File: src/rtl/axi_vga_fetch_sched.sv
// ---------------------------------------------------------------------------
// axi_vga_fetch_sched
//   Read-request scheduler for the VGA frame-buffer fetch path. Once per frame
//   it walks [frame_base, frame_base+frame_size) and issues AXI4 INCR AR bursts.
//   Each burst is cut at the configured length, the end of the frame and 4 KiB
//   address boundaries. An AR is raised only when the pixel FIFO has enough
//   unreserved credit for the whole burst and fewer than MaxOutstanding bursts
//   are still waiting for their R last.
//
// Ports
//   clk_i, rst_i        clock, synchronous active-high reset
//   enable_i            fetch enable; dropping it ends the frame after any
//                       pending AR handshake
//   frame_base_i        frame start address (bytes), latched on frame start
//   frame_size_i        frame size in bytes, latched on frame start
//   burst_len_i         maximum AXI len (beats-1), latched on frame start
//   frame_start_i       1-cycle pulse: begin the next frame (ignored when busy)
//   fifo_free_i         free entries in the pixel FIFO (beats)
//   ar_addr_o/len_o     AR payload
//   ar_valid_o/ready_i  AR handshake
//   r_beat_i, r_last_i  R handshake this cycle, and its last flag
//   busy_o              frame in progress or bursts outstanding (registered)
//   frame_done_o        1-cycle pulse once the last burst has fully returned
//
// Handshake: ar_valid_o follows strict valid/ready rules. Once raised it stays
// high with ar_addr_o/ar_len_o unchanged until the cycle where ar_ready_i is
// sampled high; credit is checked only when raising, never while holding.
//
// Debug: state_o exposes the FSM state (0 IDLE, 1 ISSUE, 2 DRAIN).
// ---------------------------------------------------------------------------
module axi_vga_fetch_sched #(
    parameter int AddrWidth      = 48,
    parameter int DataWidth      = 64,
    parameter int SizeWidth      = 32,
    parameter int FifoDepth      = 256,
    parameter int MaxOutstanding = 4,
    parameter int CntW           = $clog2(FifoDepth + 1)
) (
    input  logic                 clk_i,
    input  logic                 rst_i,
    input  logic                 enable_i,
    input  logic [AddrWidth-1:0] frame_base_i,
    input  logic [SizeWidth-1:0] frame_size_i,
    input  logic [7:0]           burst_len_i,
    input  logic                 frame_start_i,
    input  logic [CntW-1:0]      fifo_free_i,
    output logic [AddrWidth-1:0] ar_addr_o,
    output logic [7:0]           ar_len_o,
    output logic                 ar_valid_o,
    input  logic                 ar_ready_i,
    input  logic                 r_beat_i,
    input  logic                 r_last_i,
    output logic                 busy_o,
    output logic                 frame_done_o,
    output logic [1:0]           state_o
);

    localparam int BytesPerBeat = DataWidth / 8;
    localparam int BeatShift    = $clog2(BytesPerBeat);
    localparam int OutW         = $clog2(MaxOutstanding + 1);
    localparam int BW           = 13;              // holds up to 4096 beats
    localparam int RsvW         = CntW + 1;
    localparam int CrW          = CntW + BW + 2;   // signed credit arithmetic

    localparam logic [1:0] ST_IDLE  = 2'd0;
    localparam logic [1:0] ST_ISSUE = 2'd1;
    localparam logic [1:0] ST_DRAIN = 2'd2;

    logic [1:0]           state_q, state_d;
    logic [AddrWidth-1:0] addr_q, addr_d;
    logic [SizeWidth-1:0] beats_rem_q, beats_rem_d;
    logic [7:0]           len_max_q, len_max_d;
    logic [7:0]           ar_len_q, ar_len_d;
    logic                 ar_valid_q, ar_valid_d;
    logic [RsvW-1:0]      reserved_q, reserved_d;
    logic [OutW-1:0]      outst_q, outst_d;
    logic                 busy_q, busy_d;
    logic                 done_q, done_d;

    logic [BW-1:0]        len_beats, page_beats, cap_beats, beats, hs_beats;
    logic signed [CrW-1:0] credit;
    logic                 can_issue;
    logic                 ar_hs;

    // Beats left before the next 4 KiB boundary; addr_q is always beat aligned.
    assign len_beats  = BW'(len_max_q) + BW'(1);
    assign page_beats = (13'd4096 - {1'b0, addr_q[11:0]}) >> BeatShift;
    assign cap_beats  = (len_beats < page_beats) ? len_beats : page_beats;
    assign beats      = (beats_rem_q < SizeWidth'(cap_beats)) ? beats_rem_q[BW-1:0] : cap_beats;

    // reserved can exceed fifo_free_i if the FIFO shrinks; negative credit blocks.
    assign credit    = $signed(CrW'(fifo_free_i)) - $signed(CrW'(reserved_q));
    assign can_issue = (credit >= $signed(CrW'(beats))) && (outst_q < OutW'(MaxOutstanding));

    assign ar_hs    = ar_valid_q & ar_ready_i;
    assign hs_beats = BW'(ar_len_q) + BW'(1);

    always_comb begin
        state_d     = state_q;
        addr_d      = addr_q;
        beats_rem_d = beats_rem_q;
        len_max_d   = len_max_q;
        ar_len_d    = ar_len_q;
        ar_valid_d  = ar_valid_q;
        done_d      = 1'b0;

        // AR handshake and R beat in the same cycle net out.
        reserved_d = reserved_q + (ar_hs ? RsvW'(hs_beats) : RsvW'(0)) - RsvW'(r_beat_i);
        outst_d    = outst_q + OutW'(ar_hs) - OutW'(r_beat_i & r_last_i);

        case (state_q)
            ST_IDLE: begin
                if (frame_start_i && enable_i) begin
                    addr_d      = frame_base_i & ~AddrWidth'(BytesPerBeat - 1);
                    beats_rem_d = SizeWidth'(({1'b0, frame_size_i} +
                                  (SizeWidth + 1)'(BytesPerBeat - 1)) >> BeatShift);
                    len_max_d   = burst_len_i;
                    state_d     = (frame_size_i == '0) ? ST_DRAIN : ST_ISSUE;
                end
            end
            ST_ISSUE: begin
                if (ar_valid_q) begin
                    if (ar_ready_i) begin
                        ar_valid_d  = 1'b0;
                        addr_d      = addr_q + (AddrWidth'(hs_beats) << BeatShift);
                        beats_rem_d = beats_rem_q - SizeWidth'(hs_beats);
                        if ((beats_rem_d == '0) || !enable_i) begin
                            state_d = ST_DRAIN;
                        end
                    end
                end else if (!enable_i) begin
                    state_d = ST_DRAIN;
                end else if (can_issue) begin
                    ar_valid_d = 1'b1;
                    ar_len_d   = 8'(beats - BW'(1));
                end
            end
            ST_DRAIN: begin
                if (outst_q == '0) begin
                    done_d  = 1'b1;
                    state_d = ST_IDLE;
                end
            end
            default: state_d = ST_IDLE;
        endcase

        busy_d = (state_d != ST_IDLE) || (outst_d != '0);
    end

    always_ff @(posedge clk_i) begin
        if (rst_i) begin
            state_q     <= ST_IDLE;
            addr_q      <= '0;
            beats_rem_q <= '0;
            len_max_q   <= '0;
            ar_len_q    <= '0;
            ar_valid_q  <= 1'b0;
            reserved_q  <= '0;
            outst_q     <= '0;
            busy_q      <= 1'b0;
            done_q      <= 1'b0;
        end else begin
            state_q     <= state_d;
            addr_q      <= addr_d;
            beats_rem_q <= beats_rem_d;
            len_max_q   <= len_max_d;
            ar_len_q    <= ar_len_d;
            ar_valid_q  <= ar_valid_d;
            reserved_q  <= reserved_d;
            outst_q     <= outst_d;
            busy_q      <= busy_d;
            done_q      <= done_d;
        end
    end

    assign ar_addr_o    = addr_q;
    assign ar_len_o     = ar_len_q;
    assign ar_valid_o   = ar_valid_q;
    assign busy_o       = busy_q;
    assign frame_done_o = done_q;
    assign state_o      = state_q;

endmodule

File: config.mk
export PLATFORM = sky130hd
export DESIGN_NAME = axi_vga_fetch_sched
export DESIGN_NICKNAME = d
export VERILOG_FILES = /design/src/rtl/axi_vga_fetch_sched.sv
export SDC_FILE = /design/constraint.sdc
export NUM_CORES = 1
export LEC_CHECK = 0
export ABC_AREA = 1
export CAP_MARGIN = 20
export CORE_MARGIN = 4
export CORE_UTILIZATION = 25
export CTS_BUF_LIST = sky130_fd_sc_hd__clkbuf_8 sky130_fd_sc_hd__clkbuf_16
export DETAILED_ROUTE_END_ITERATION = 6
export PLACE_DENSITY = 0.52
export SLEW_MARGIN = 20
export SYNTH_ARGS = -nofsm -noshare
export SYNTH_HDL_FRONTEND = slang
export SYNTH_SLANG_ARGS = --single-unit
File: constraint.sdc
create_clock -name clk_i -period 15.4 [get_ports clk_i]
set_input_delay 1.54 -clock clk_i [delete_from_list [all_inputs] [get_ports clk_i]]
set_output_delay 1.54 -clock clk_i [all_outputs]
set_load 0.03 [all_outputs]
==> flow_summary.yaml <==
setup_path:
  crit_path_max_fanout: 16
  path_common_cell: "nand2_1"
  slowest_delay_ns: 0.67
  crit_path_top_delay_cell: "nor3_2"
  critical_path_class: "flip-flop to flip-flop"
  rr_worst_depth: 40
  cp.required_ns: 15.67
  crit_path_start_kind: "flip-flop"
  arrival_ns: 6.26
  critPathCaptureType: "flip-flop"
timing:
  rsz0062_at_grt: "no"
  finalHoldViolations: 0
  post-route-period-util_pct: 38.90
  period_minus_slack_ns: 5.990
  report.final.slew_viol_count: 0
  worst_pin_slew_ns: 0.8704
  clock.fmax_mhz: 166.9
  setup-violations-final: 0
  skew_ns: 0.01404
  tns_ns: 0
  worst_slack_ns: 9.410
  relSlewSlack_pct: 41.97
detailed_routing:
  wl_per_cell_um: 15.49
  first_pass_iters: 4
  avgViaCountPerCell: 4.727
  vias: 10512
  drc_errors: 0
  drt_wl_total_mm: 34.45
  dr.first_iter.drc_count: 555
  detail-route-antenna-nets: 0
clocking:
  cts_max_level: 3
  holdBufCountCts: 0
  root_buffer: "clkbuf_16"
  insertion_delay_ns: 0.38
  post_cts_resized: 0
  cts_tree: "built"
  postCtsSetupBuffers: 0
  cts.path.max_buffers: 2
  cts_buffers: 9
  clk_pin_slew_ns: 0.08
  cts.sinks: 111
placement:
  dpl_worst_slack_ns: 9.435
  gp_congestion: 0.8708
  place_inst: 2208
  dpl.hpwl_mm: 27.15
  portBuffers: 158
synth:
  syn_inst: 1575
  yosysUniqueCellTypes: 50
  ys_seq_elements: 111
  synth_area_leaders: "dfxtp_1 22%, nand2_1 12%, ha_1 9.3%"
  synth_area_um2: 9991
  synth_ff_type: "dfxtp_1"
  ys_seq_area_share_pct: 22.24
  synth_top_area_share_pct: 22.24
  async_reset_ff_share_pct: 0
  ys_warn_count: 0
  avgSynthCellArea_um2: 6.343
  yosys.area.top_type: "dfxtp_1"
  synth.most_common_cell: "nand2_1"
  synth_edf_count: 0
  synthTopCellsByCount: "324 x nand2_1, 208 x inv_1, 175 x nor2_1, 121 x o21ai_0, 111 x dfxtp_1"
global_route:
  grt.total_usage_pct: 15.61
  grt_pass1_vias: 10290
  grt_max_degree: 89
  grt-ovfl-total: 0
  antenna_found_initial: 1
  grt_pass1_wl_mm: 54.84
finish:
  drive_gt1_share_pct: 5.158
  fillCellCount: 4321
  finalNonFillerCells: 2224
  antenna_cells: 0
  area_growth_pct: 24.04
  nets: 1884
hold_path:
  min_path_cells: 2
  hp-class: "flip-flop to flip-flop"
outcome:
  status: "complete, no violations"
floorplanning:
  dieWidth_um: 207.9
  die_y_um: 207.9
  num_rows: 72
  dieArea_um2: 43230
  initial_core_util_pct: 25.55
  core_um2: 39100
  io_pins: 165
power:
  irDropWorstVdd_mv: 0.04852
  power_leakage_nw: 5.438
  p_total_mw: 1.185
  powerDensity_nw_per_um2: 95.58
job:
  drv_cap: 0
critical path: cells and delay by family, from the launching register on:
kind | cells | cell delay [ns]
XOR/XNOR | 1 | 0.21
adder cells (fa/ha/maj) | 4 | 0.90
AND/OR/NAND/NOR | 23 | 3.02
buffers and inverters | 5 | 0.43
flip-flops | 1 | 0.41
AO/OA/AOI/OAI | 7 | 0.89
placed cells by master (no fill, tap or decap), drive strengths merged:
cell type        n
nand2          351
inv            217
nor2           188
clkdlybuf4s50  158
o21ai          127
dfxtp          111
a21oi          105
nand3           87
ha              74
xor2            57
nor3            37
nand4           28
xnor2           26
nor4            24
a31oi           22
a221oi          13
o211ai          12
o21bai          11
clkbuf          10
buf              8
o22ai            7
nand3b           5
fa               5
conb             4
or2              4
clkinv           4
a211oi           2
a21o             2
o31ai            2
bufinv           2
a21boi           1
nor3b            1
o32a             1
kinds of logic after synthesis:
logic type,after synthesis,synth area share [%]
other,2,0.07517
DFF,111,22.24
buffers and inverters,270,10.56
adders and majority gates,79,10.27
and+or+nand+nor,725,32.46
AOI/OAI and AO/OA,305,17.12
xor gates and xnor gates,83,7.276
power breakdown:
part / internal [mW] / switching [mW]
registers: 0.318 / 0.0340
clock network: 0.149 / 0.124
logic: 0.217 / 0.343
total: 0.684 / 0.501
flip-flops by register name (all words and copies together), names as in the netlist:
signal	flops
len_max_q	8
ar_len_o	8
ar_valid_o	1
frame_done_o	1
beats_rem_q	32
state_o	2
busy_o	1
ar_addr_o	45
reserved_q	10
outst_q	3
metal layers:
layer / up-vias / global-route usage [%] / part of all wire, %
li1: 5442 / - / -
met1: 4833 / 19.34 / 44
met2: 195 / 27.49 / 49
met3: 40 / 3.148 / 4.7
met4: 2 / 4.485 / 2.3
met5: - / 0 / 0.035
worst paths after layout:
check / slack (ns) / end / start
setup reg to reg: 9.41 / ar_len_o[0]$_SDFFE_PP0P_ / ar_addr_o[3]$_SDFFE_PP0P_
hold / removal: 0.50 / beats_rem_q[31]$_SDFFE_PP0P_ / beats_rem_q[31]$_SDFFE_PP0P_
hold reg to reg: 0.50 / beats_rem_q[31]$_SDFFE_PP0P_ / beats_rem_q[31]$_SDFFE_PP0P_
setup / recovery: 9.41 / ar_len_o[0]$_SDFFE_PP0P_ / ar_addr_o[3]$_SDFFE_PP0P_
cell type report:
class,instances,area [um^2],share of cell area [%]
Tap cell,518,648.1,5.230
Timing Repair Buffer,166,1642,13.25
Clock inverter,6,91.34,0.7370
Inverter,217,814.5,6.572
Multi-Input combinational cell,1196,6736,54.36
Clock buffer,10,239.0,1.928
Sequential cell,111,2222,17.93
per-stage QoR:
stage / instance area (um^2) / utilization [%] / hold slack (ns)
floorplan: 9998 / - / 0.4710
global placement: 12060 / 30.85 / 0.4835
detailed placement: 12060 / 30.85 / 0.4976
CTS: 12390 / 31.70 / 0.5100
global route: 12390 / 31.70 / 0.5356
finish: 12390 / 31.70 / 0.5041
No activity file was read; power rests on OpenSTA's default activity.
